### src/rtl/s2qed_fetch_sync_pkg.sv
// Shared S2QED definitions: fetch-synchroniser state encoding and the default
// bus widths that the equivalence checker also uses.
package s2qed_pkg;

    localparam int unsigned S2QED_DATA_W = 32;
    localparam int unsigned S2QED_ADDR_W = 32;

    typedef enum logic [2:0] {
        ST_IDLE,
        ST_WAIT_PEER,
        ST_FETCH,
        ST_RESP,
        ST_ERROR
    } s2qed_fetch_state_t;

endpackage

### src/rtl/s2qed_fetch_sync_if.sv
// Fetch-side bundle between the shared instruction source, the two cores'
// fetch ports and the lockstep synchroniser (slave = synchroniser side).
interface s2qed_fetch_sync_if
    import s2qed_pkg::*;
#(
    parameter int unsigned DATA_W = S2QED_DATA_W,
    parameter int unsigned ADDR_W = S2QED_ADDR_W
) ();

    logic [DATA_W-1:0] inst_in;
    logic              inst_in_valid;
    logic              inst_in_ready;

    logic              cpu0_req;
    logic [ADDR_W-1:0] cpu0_addr;
    logic              cpu0_ack;
    logic [DATA_W-1:0] cpu0_data;

    logic              cpu1_req;
    logic [ADDR_W-1:0] cpu1_addr;
    logic              cpu1_ack;
    logic [DATA_W-1:0] cpu1_data;

    modport slave (
        input  inst_in, inst_in_valid,
        input  cpu0_req, cpu0_addr, cpu1_req, cpu1_addr,
        output inst_in_ready,
        output cpu0_ack, cpu0_data, cpu1_ack, cpu1_data
    );

    modport master (
        output inst_in, inst_in_valid,
        output cpu0_req, cpu0_addr, cpu1_req, cpu1_addr,
        input  inst_in_ready,
        input  cpu0_ack, cpu0_data, cpu1_ack, cpu1_data
    );

endinterface

### src/rtl/s2qed_fetch_sync_wait_timer.sv
// Peer-wait timer: clearable up-counter whose terminal flag marks the cycle on
// which the count would reach TIMEOUT.
module s2qed_wait_timer #(
    parameter int unsigned TIMEOUT = 16,
    parameter int unsigned W       = 16
) (
    input  logic clk,
    input  logic rst,
    input  logic clr,
    input  logic en,
    output logic expired
);

    localparam logic [W-1:0] LAST = W'(TIMEOUT - 1);

    logic [W-1:0] cnt_q;

    always_ff @(posedge clk or posedge rst) begin
        if (rst) begin
            cnt_q <= '0;
        end else if (clr) begin
            cnt_q <= '0;
        end else if (en) begin
            cnt_q <= cnt_q + W'(1);
        end
    end

    // Flag on the counting cycle itself so the caller can leave on that edge.
    assign expired = en && (cnt_q == LAST);

endmodule

### src/rtl/s2qed_fetch_sync.sv
// Lockstep fetch synchroniser: both cores receive the same word per fetch.
// Optional peer-wait timeout enabled by S2QED_FETCH_SYNC_TIMEOUT_EN.
module s2qed_fetch_sync
    import s2qed_pkg::*;
#(
    parameter int unsigned DATA_W  = S2QED_DATA_W,
    parameter int unsigned ADDR_W  = S2QED_ADDR_W,
    parameter int unsigned CNT_W   = 8,
    parameter int unsigned TIMEOUT = 16
) (
    input  logic                 clk,
    input  logic                 rst,
    s2qed_fetch_sync_if.slave    bus,
    output logic [DATA_W-1:0]    sync_inst,
    output logic [CNT_W-1:0]     fetch_cnt,
    output logic                 addr_mismatch,
    output logic                 timeout_err
);

    if ((TIMEOUT < 1) || (TIMEOUT > 65535)) begin : g_bad_timeout
        $error("s2qed_fetch_sync: TIMEOUT must be within 1..65535");
    end

    s2qed_fetch_state_t state_q, state_d;
    logic [DATA_W-1:0]  inst_q;
    logic               waiter_q;
    logic               peer_req;
    logic               both_req;
    logic               cmp_now;
    logic               addr_ne;

    assign both_req = bus.cpu0_req && bus.cpu1_req;
    // waiter_q = 1 means cpu1 arrived first, so the peer is cpu0.
    assign peer_req = waiter_q ? bus.cpu0_req : bus.cpu1_req;
    assign addr_ne  = (bus.cpu0_addr != bus.cpu1_addr);

`ifdef S2QED_FETCH_SYNC_TIMEOUT_EN
    logic timer_expired;

    s2qed_wait_timer #(
        .TIMEOUT (TIMEOUT),
        .W       (16)
    ) u_wait_timer (
        .clk     (clk),
        .rst     (rst),
        .clr     (state_q == ST_IDLE),
        .en      ((state_q == ST_WAIT_PEER) && !peer_req),
        .expired (timer_expired)
    );
`endif

    always_ff @(posedge clk or posedge rst) begin
        if (rst) begin
            state_q <= ST_IDLE;
        end else begin
            state_q <= state_d;
        end
    end

    always_comb begin
        state_d = state_q;
        cmp_now = 1'b0;
        case (state_q)
            ST_IDLE: begin
                if (both_req) begin
                    cmp_now = 1'b1;
                    state_d = ST_FETCH;
                end else if (bus.cpu0_req || bus.cpu1_req) begin
                    state_d = ST_WAIT_PEER;
                end
            end
            ST_WAIT_PEER: begin
                if (peer_req) begin
                    cmp_now = 1'b1;
                    state_d = ST_FETCH;
                end
`ifdef S2QED_FETCH_SYNC_TIMEOUT_EN
                else if (timer_expired) begin
                    state_d = ST_ERROR;
                end
`endif
            end
            ST_FETCH: begin
                if (bus.inst_in_valid) begin
                    state_d = ST_RESP;
                end
            end
            ST_RESP:  state_d = ST_IDLE;
            ST_ERROR: state_d = ST_ERROR;
            default:  state_d = ST_IDLE;
        endcase
    end

    always_comb begin
        bus.inst_in_ready = 1'b0;
        bus.cpu0_ack      = 1'b0;
        bus.cpu1_ack      = 1'b0;
        bus.cpu0_data     = '0;
        bus.cpu1_data     = '0;
        if (state_q == ST_FETCH) begin
            bus.inst_in_ready = 1'b1;
        end
        if (state_q == ST_RESP) begin
            bus.cpu0_ack  = 1'b1;
            bus.cpu1_ack  = 1'b1;
            bus.cpu0_data = inst_q;
            bus.cpu1_data = inst_q;
        end
    end

    always_ff @(posedge clk or posedge rst) begin
        if (rst) begin
            inst_q        <= '0;
            sync_inst     <= '0;
            fetch_cnt     <= '0;
            addr_mismatch <= 1'b0;
            waiter_q      <= 1'b0;
        end else begin
            if ((state_q == ST_IDLE) && (bus.cpu0_req != bus.cpu1_req)) begin
                waiter_q <= bus.cpu1_req;
            end
            if (cmp_now && addr_ne) begin
                addr_mismatch <= 1'b1;
            end
            if ((state_q == ST_FETCH) && bus.inst_in_valid) begin
                inst_q <= bus.inst_in;
            end
            if (state_q == ST_RESP) begin
                sync_inst <= inst_q;
                if (fetch_cnt != '1) begin
                    fetch_cnt <= fetch_cnt + 1'b1;
                end
            end
        end
    end

`ifdef S2QED_FETCH_SYNC_TIMEOUT_EN
    always_ff @(posedge clk or posedge rst) begin
        if (rst) begin
            timeout_err <= 1'b0;
        end else if ((state_q == ST_WAIT_PEER) && (state_d == ST_ERROR)) begin
            timeout_err <= 1'b1;
        end
    end
`else
    assign timeout_err = 1'b0;
`endif

endmodule

### src/flat_wrapper.sv
// flat-port wrapper written by rule: the top's interface ports become plain ports
module s2qed_fetch_sync_flat import s2qed_pkg::*;
#(
    parameter int unsigned DATA_W  = S2QED_DATA_W,
    parameter int unsigned ADDR_W  = S2QED_ADDR_W,
    parameter int unsigned CNT_W   = 8,
    parameter int unsigned TIMEOUT = 16
)
  (clk, rst, sync_inst, fetch_cnt, addr_mismatch, timeout_err, bus_inst_in, bus_inst_in_valid, bus_cpu0_req, bus_cpu0_addr, bus_cpu1_req, bus_cpu1_addr, bus_inst_in_ready, bus_cpu0_ack, bus_cpu0_data, bus_cpu1_ack, bus_cpu1_data);
  s2qed_fetch_sync_if #(.DATA_W(DATA_W), .ADDR_W(ADDR_W)) bus_i ();
  input  logic clk;
  input  logic rst;
  output logic [DATA_W-1:0] sync_inst;
  output logic [CNT_W-1:0] fetch_cnt;
  output logic addr_mismatch;
  output logic timeout_err;
  input wire logic [$bits(bus_i.inst_in)-1:0] bus_inst_in;
  input wire logic [$bits(bus_i.inst_in_valid)-1:0] bus_inst_in_valid;
  input wire logic [$bits(bus_i.cpu0_req)-1:0] bus_cpu0_req;
  input wire logic [$bits(bus_i.cpu0_addr)-1:0] bus_cpu0_addr;
  input wire logic [$bits(bus_i.cpu1_req)-1:0] bus_cpu1_req;
  input wire logic [$bits(bus_i.cpu1_addr)-1:0] bus_cpu1_addr;
  output wire logic [$bits(bus_i.inst_in_ready)-1:0] bus_inst_in_ready;
  output wire logic [$bits(bus_i.cpu0_ack)-1:0] bus_cpu0_ack;
  output wire logic [$bits(bus_i.cpu0_data)-1:0] bus_cpu0_data;
  output wire logic [$bits(bus_i.cpu1_ack)-1:0] bus_cpu1_ack;
  output wire logic [$bits(bus_i.cpu1_data)-1:0] bus_cpu1_data;
  assign bus_i.inst_in = bus_inst_in;
  assign bus_i.inst_in_valid = bus_inst_in_valid;
  assign bus_i.cpu0_req = bus_cpu0_req;
  assign bus_i.cpu0_addr = bus_cpu0_addr;
  assign bus_i.cpu1_req = bus_cpu1_req;
  assign bus_i.cpu1_addr = bus_cpu1_addr;
  assign bus_inst_in_ready = bus_i.inst_in_ready;
  assign bus_cpu0_ack = bus_i.cpu0_ack;
  assign bus_cpu0_data = bus_i.cpu0_data;
  assign bus_cpu1_ack = bus_i.cpu1_ack;
  assign bus_cpu1_data = bus_i.cpu1_data;
  s2qed_fetch_sync #(.DATA_W(DATA_W), .ADDR_W(ADDR_W), .CNT_W(CNT_W), .TIMEOUT(TIMEOUT)) u_core (.clk(clk), .rst(rst), .bus(bus_i), .sync_inst(sync_inst), .fetch_cnt(fetch_cnt), .addr_mismatch(addr_mismatch), .timeout_err(timeout_err));
endmodule
### config.mk
export PLATFORM = sky130hd
export DESIGN_NAME = s2qed_fetch_sync_flat
export DESIGN_NICKNAME = d
export VERILOG_FILES = /design/src/rtl/s2qed_fetch_sync_pkg.sv /design/src/rtl/s2qed_fetch_sync_if.sv /design/src/rtl/s2qed_fetch_sync_wait_timer.sv /design/src/rtl/s2qed_fetch_sync.sv /design/src/flat_wrapper.sv
export SDC_FILE = /design/constraint.sdc
export NUM_CORES = 1
export LEC_CHECK = 0
export ABC_AREA = 1
export CORE_UTILIZATION = 40
export DETAILED_ROUTE_END_ITERATION = 8
export PLACE_DENSITY = 0.82
export SLEW_MARGIN = 25
export SYNTH_ARGS = -nofsm -noshare
export SYNTH_HDL_FRONTEND = slang
export SYNTH_SLANG_ARGS = --single-unit
### constraint.sdc
create_clock -name clk -period 6 [get_ports clk]
set_input_delay 0.9 -clock clk [delete_from_list [all_inputs] [get_ports clk]]
set_output_delay 0.9 -clock clk [all_outputs]
set_load 0.02 [all_outputs]
== After elaboration in Yosys (flattened, before gate mapping) ==
Index checks and enable logic that the tools add are counted.

* Input bits: 101
* Output and inout port bits: 109
* Bits in registers: 77

* Reduce and logical (&&, ||, !) cells: 8
* Muxes and demuxes: 12
* Add/sub/neg operators: 1
* Equality and inequality tests: 10

{| class="wikitable"
|+ Operators by type and width
! kind !! count
|-
| $mux W32 || 1
|-
| $ne A32 B32 Y1 || 1
|-
| $mux W3 || 4
|-
| $pmux W3 S4 || 1
|-
| $add A8 B1 Y8 const B || 1
|-
| $ne A8 B8 Y1 const B || 1
|-
| $eq A3 B2 Y1 const B || 2
|-
| $mux W1 || 5
|-
| $logic_and A1 B1 Y1 || 4
|-
| $eq A3 B1 Y1 const B || 1
|-
| $eq A3 B3 Y1 const B || 1
|-
| $logic_not A3 Y1 || 1
|-
| $ne A3 B1 Y1 const B || 1
|-
| $reduce_and A3 Y1 || 1
|-
| $ne A2 B1 Y1 const B || 1
|-
| $ne A2 B2 Y1 const B || 1
|-
| $pmux W1 S2 || 1
|-
| $reduce_and A2 Y1 || 1
|-
| $logic_or A1 B1 Y1 || 1
|-
| $ne A1 B1 Y1 || 1
|}

== Longest topological paths before layout ==
* Depth in word-level cells: 4
* Mapped depth: 10
* Gate-level depth less buffers: 10

== Worst setup path before layout ==
OpenSTA, ideal clock, no wires.

* Path kind: register to output
* From: register u_core.state_q[2]
* To: output bus_cpu1_data[10]
* Arrival time: 1.812 ns
* Cell stages (with the launch flop): 7
* Buffers on the path: 3
* Slack: 3.288 ns
* Cells stage by stage: dfrtp_1 > nor3_4 > inv_2 > buf_2 > buf_2 > nor2_1 > buf_4

* Cells in the longest elaborated chain, start to end: 2

{| class="wikitable"
|+ Ends and longest elaborated chain
! element !! line !! RTL
|-
| start, declared || s2qed_fetch_sync.sv:24 || <nowiki>s2qed_fetch_state_t state_q, state_d;</nowiki>
|-
| start signal, assigned || s2qed_fetch_sync.sv:56 || <nowiki>state_q <= state_d;</nowiki>
|-
| $eq A3 B2 Y1 || s2qed_fetch_sync.sv:103 || <nowiki>if (state_q == ST_RESP) begin</nowiki>
|-
| $mux W32 || -- ||
|-
| end, declared || flat_wrapper.sv:27 || <nowiki>output wire logic [$bits(bus_i.cpu1_data)-1:0] bus_cpu1_data;</nowiki>
|}

Every way passes these cells.

== Worst setup path in the final report ==
* From: register u_core.state_q[1]
* To: output bus_cpu0_data[31]

* Cells in the longest elaborated chain, start to end: 2

{| class="wikitable"
|+ Ends and longest elaborated chain
! element !! line !! RTL
|-
| $eq A3 B2 Y1 || s2qed_fetch_sync.sv:103 ||
|-
| $mux W32 || s2qed_fetch_sync.sv:103 ||
|-
| end, declared || flat_wrapper.sv:25 || <nowiki>output wire logic [$bits(bus_i.cpu0_data)-1:0] bus_cpu0_data;</nowiki>
|}

Every way passes these cells.

==> impl_metrics.py <==
metrics = {
    "status": {
        "status": "completed",
    },
    "critical_path": {
        "reg2reg_depth": 5,
        "crit_buf_inv": 4,
        "cp_max_fo": 54,
        "crit_path_end_kind": "output pin",
        "cp_slowest_cell": "clkdlybuf4s50_1",
        "required_ns": 5.10,
        "cp_data_arrival_time_ns": 2.72,
        "r2r_start": "u_core.state_q[1]",
        "cp_top_family": "buffers and inverters",
        "worst_setup_path_start_kind": "register",
        "path_cells": "inv_1 > nor3_4 > inv_2 > buf_4 > nor2_1 > clkdlybuf4s50_1",
        "critPathKind": "register to output pin",
        "ff2ff_setup_slack_ns": 4.02,
        "r2r-end": "u_core.sync_inst[12]",
        "slowest_delay_ns": 0.58,
    },
    "final_layout": {
        "fillers": 826,
        "layout_commonest_cell": "clkdlybuf4s50_1",
        "fin_cells": 796,
        "finalNetCount": 767,
        "final_cell_mix": "clkdlybuf4s50_1, nand2_1, nor2_1",
        "drive_above_1_share_pct": 3.75,
        "diodes": 0,
        "area_delta_synth_final_pct": 54.7,
    },
    "sta": {
        "tightest_slew_ns": 0.686,
        "rsz0062_at_grt": "false",
        "setup_viol": 0,
        "fin_crit_sh_pct": 60.4,
        "slew_viol_final": 0,
        "skew_ns": 0.00874,
        "max_freq_mhz": 276,
        "setup_tns_ns": 0,
        "finalHoldViolations": 0,
        "fin_crit_ns": 3.62,
        "slew_headroom_pct": 54.2,
    },
    "floorplan": {
        "die_w_um": 101,
        "dieArea_sq_mm": 0.0103,
        "initial_core_util_pct": 42.1,
        "io_pins": 210,
        "fp.coreArea_sq_mm": 0.00937,
        "die_h_um": 101,
        "rows": 35,
    },
    "logic_synthesis": {
        "synth.top_cell.area_share_pct": 48.9,
        "synthesis.nets": 596,
        "synth-xor-area-share_pct": 6.67,
        "yosys.area_share.simple_pct": 19.7,
        "ys_seq_area_share_pct": 48.9,
        "netlist_area_sq_mm": 0.00394,
        "synthDistinctLibCells": 20,
        "synthTopCellsByArea": "dfrtp_1, nand2_1, nor2_1",
        "yosysTopAreaCell": "dfrtp_1",
        "synthAdderAreaFrac_pct": 0.952,
        "synth_cells": 492,
        "avgSynthCellArea_sq_um": 8.01,
        "synth_compound_area_share_pct": 9.24,
        "ys_warn_count": 0,
        "synth_top_family_by_area": "simple AND/OR/NAND/NOR gates",
        "muxShareOfSynthArea_pct": 0,
        "ys_seq_elements": 77,
    },
    "global_route": {
        "grt_pass1_vias": 3512,
        "antenna_found_initial": 0,
        "track_usage_pct": 19.9,
        "grt_pass1_wl_mm": 15.9,
        "grt_max_degree": 78,
        "overflow": 0,
    },
    "placement": {
        "port_buffers": 208,
        "finalWeightedCongestion": 0.887,
        "dp.final_hpwl_mm": 7.79,
        "place_inst": 781,
    },
    "worst_hold_path": {
        "hold_start": "u_core.addr_mismatch",
        "holdPathStages": 2,
        "hold_path.class": "register to register",
        "min_to": "u_core.addr_mismatch",
    },
    "job": {
        "maxCapViolCount": 0,
    },
    "power": {
        "pwr-share-seq_pct": 29.8,
        "combPwrFrac_pct": 55.6,
        "leakage_nw": 2.84,
        "sw_frac_of_total_pct": 41.3,
        "power_density_mw_per_mm2": 480,
        "pwr-share-clk_pct": 14.6,
        "peakVddDrop_v": 0.000266,
        "internal_power_mw": 1.72,
        "power.switching_mw": 1.21,
    },
    "cts": {
        "cts-root-buf": "clkbuf_8",
        "tritoncts": "built",
        "h-tree-depth": 3,
        "cts_buffers": 9,
        "cts_max_path_buffers": 2,
        "insertion_delay_ns": 0.34,
        "clkTransAtPathRegs_ns": 0.08,
        "postCtsHoldBufs": 0,
        "cts_resized": 0,
        "postCtsSetupRepairBufs": 0,
        "cts_num_sinks": 77,
    },
    "detailed_routing": {
        "drt_iter0_markers": 82,
        "vias": 3588,
        "routedWlPerCell_um": 12.6,
        "firstDrtPassIters": 4,
        "drc": 0,
        "ant_nets": 0,
        "drt_wl_total_mm": 10.0,
        "avgViaCountPerCell": 4.51,
    },
}
==> stage by stage <==
| stage | instance area (sq um) | utilization, % | setup WS [ns] | hold slack, ns | power [mW] |
|---|---|---|---|---|---|
| CTS | 6090 | 65.0 | 2.34 | 0.480 | 2.96 |
| global placement | 5870 | 62.7 | 2.84 | 0.450 | 2.46 |
| global route | 6100 | 65.0 | 2.17 | 0.491 | 3.12 |
| finish | 6100 | 65.0 | 2.38 | 0.476 | 2.92 |
| floorplan | 3940 | - | 3.13 | 0.469 | 1.85 |
| detailed placement | 5880 | 62.7 | 2.74 | 0.462 | 2.52 |
==> worst min-delay path: stages (launching register included) <==
cell and delay, ns:
dfrtp_1 0.36, inv_1 0.04, nand2_1 0.05
==> worst max-delay path by stage <==
stage                                 to  cells after the start              start
detailed placement     bus_cpu0_data[31]                      6  u_core.state_q[1]
CTS                    bus_cpu0_data[31]                      6  u_core.state_q[1]
floorplan           u_core.addr_mismatch                      1                rst
global route           bus_cpu0_data[31]                      6  u_core.state_q[1]
finish                 bus_cpu0_data[31]                      6  u_core.state_q[1]
global placement        bus_cpu0_data[0]                      6  u_core.state_q[1]
==> cells in the mapped netlist, drive strengths merged <==
cell type	count
nand2	107
nor2	80
dfrtp	77
inv	64
buf	45
o21ai	36
a21oi	33
xnor2	27
nor3	6
clkbuf	5
nand3	4
ha	3
xor2	3
conb	1
o21bai	1
==> flip-flops by register name (all words and copies together), names as in the netlist <==
name,cells
u_core.waiter_q,1
u_core.addr_mismatch,1
u_core.sync_inst,32
u_core.state_q,3
u_core.fetch_cnt,8
u_core.inst_q,32
==> cell families (layout without fill, tap and decap cells) <==
family                     Yosys count  after routing
AOI/OAI and AO/OA                   70             70
xor gates and xnor gates            30             30
adders and majority gates            3              3
buffers and inverters              114            289
DFF                                 77             77
other                                1              1
and+or+nand+nor                    197            197
==> metal layers <==
layer	vias up	routed length, um	global-route usage (%)
met5	-	0	0
met4	0	130	6.13
met3	14	652	5.66
met2	108	5430	37.9
met1	1669	3810	21.1
li1	1797	-	-
==> power groups by stage <==
stage | combinational [mW] | clock [mW] | sequential, mW
3_3_place_gp | 1.59 | 0 | 0.870
5_1_grt | 1.77 | 0.454 | 0.899
2_1_floorplan | 0.834 | 0 | 1.02
6_report | 1.63 | 0.427 | 0.872
3_5_place_dp | 1.64 | 0 | 0.882
4_1_cts | 1.65 | 0.437 | 0.874
==> area by class of cell <==
type	count	area, sq um	share of cell area, %
clock buffer	11	141	2.32
inverter	64	240	3.94
sequential	77	1930	31.6
multi-input combinational	301	1450	23.8
clock inverter	4	72.6	1.19
tap	129	161	2.65
timing repair buffer	210	2100	34.5
No activity file was read; power rests on OpenSTA's default activity.
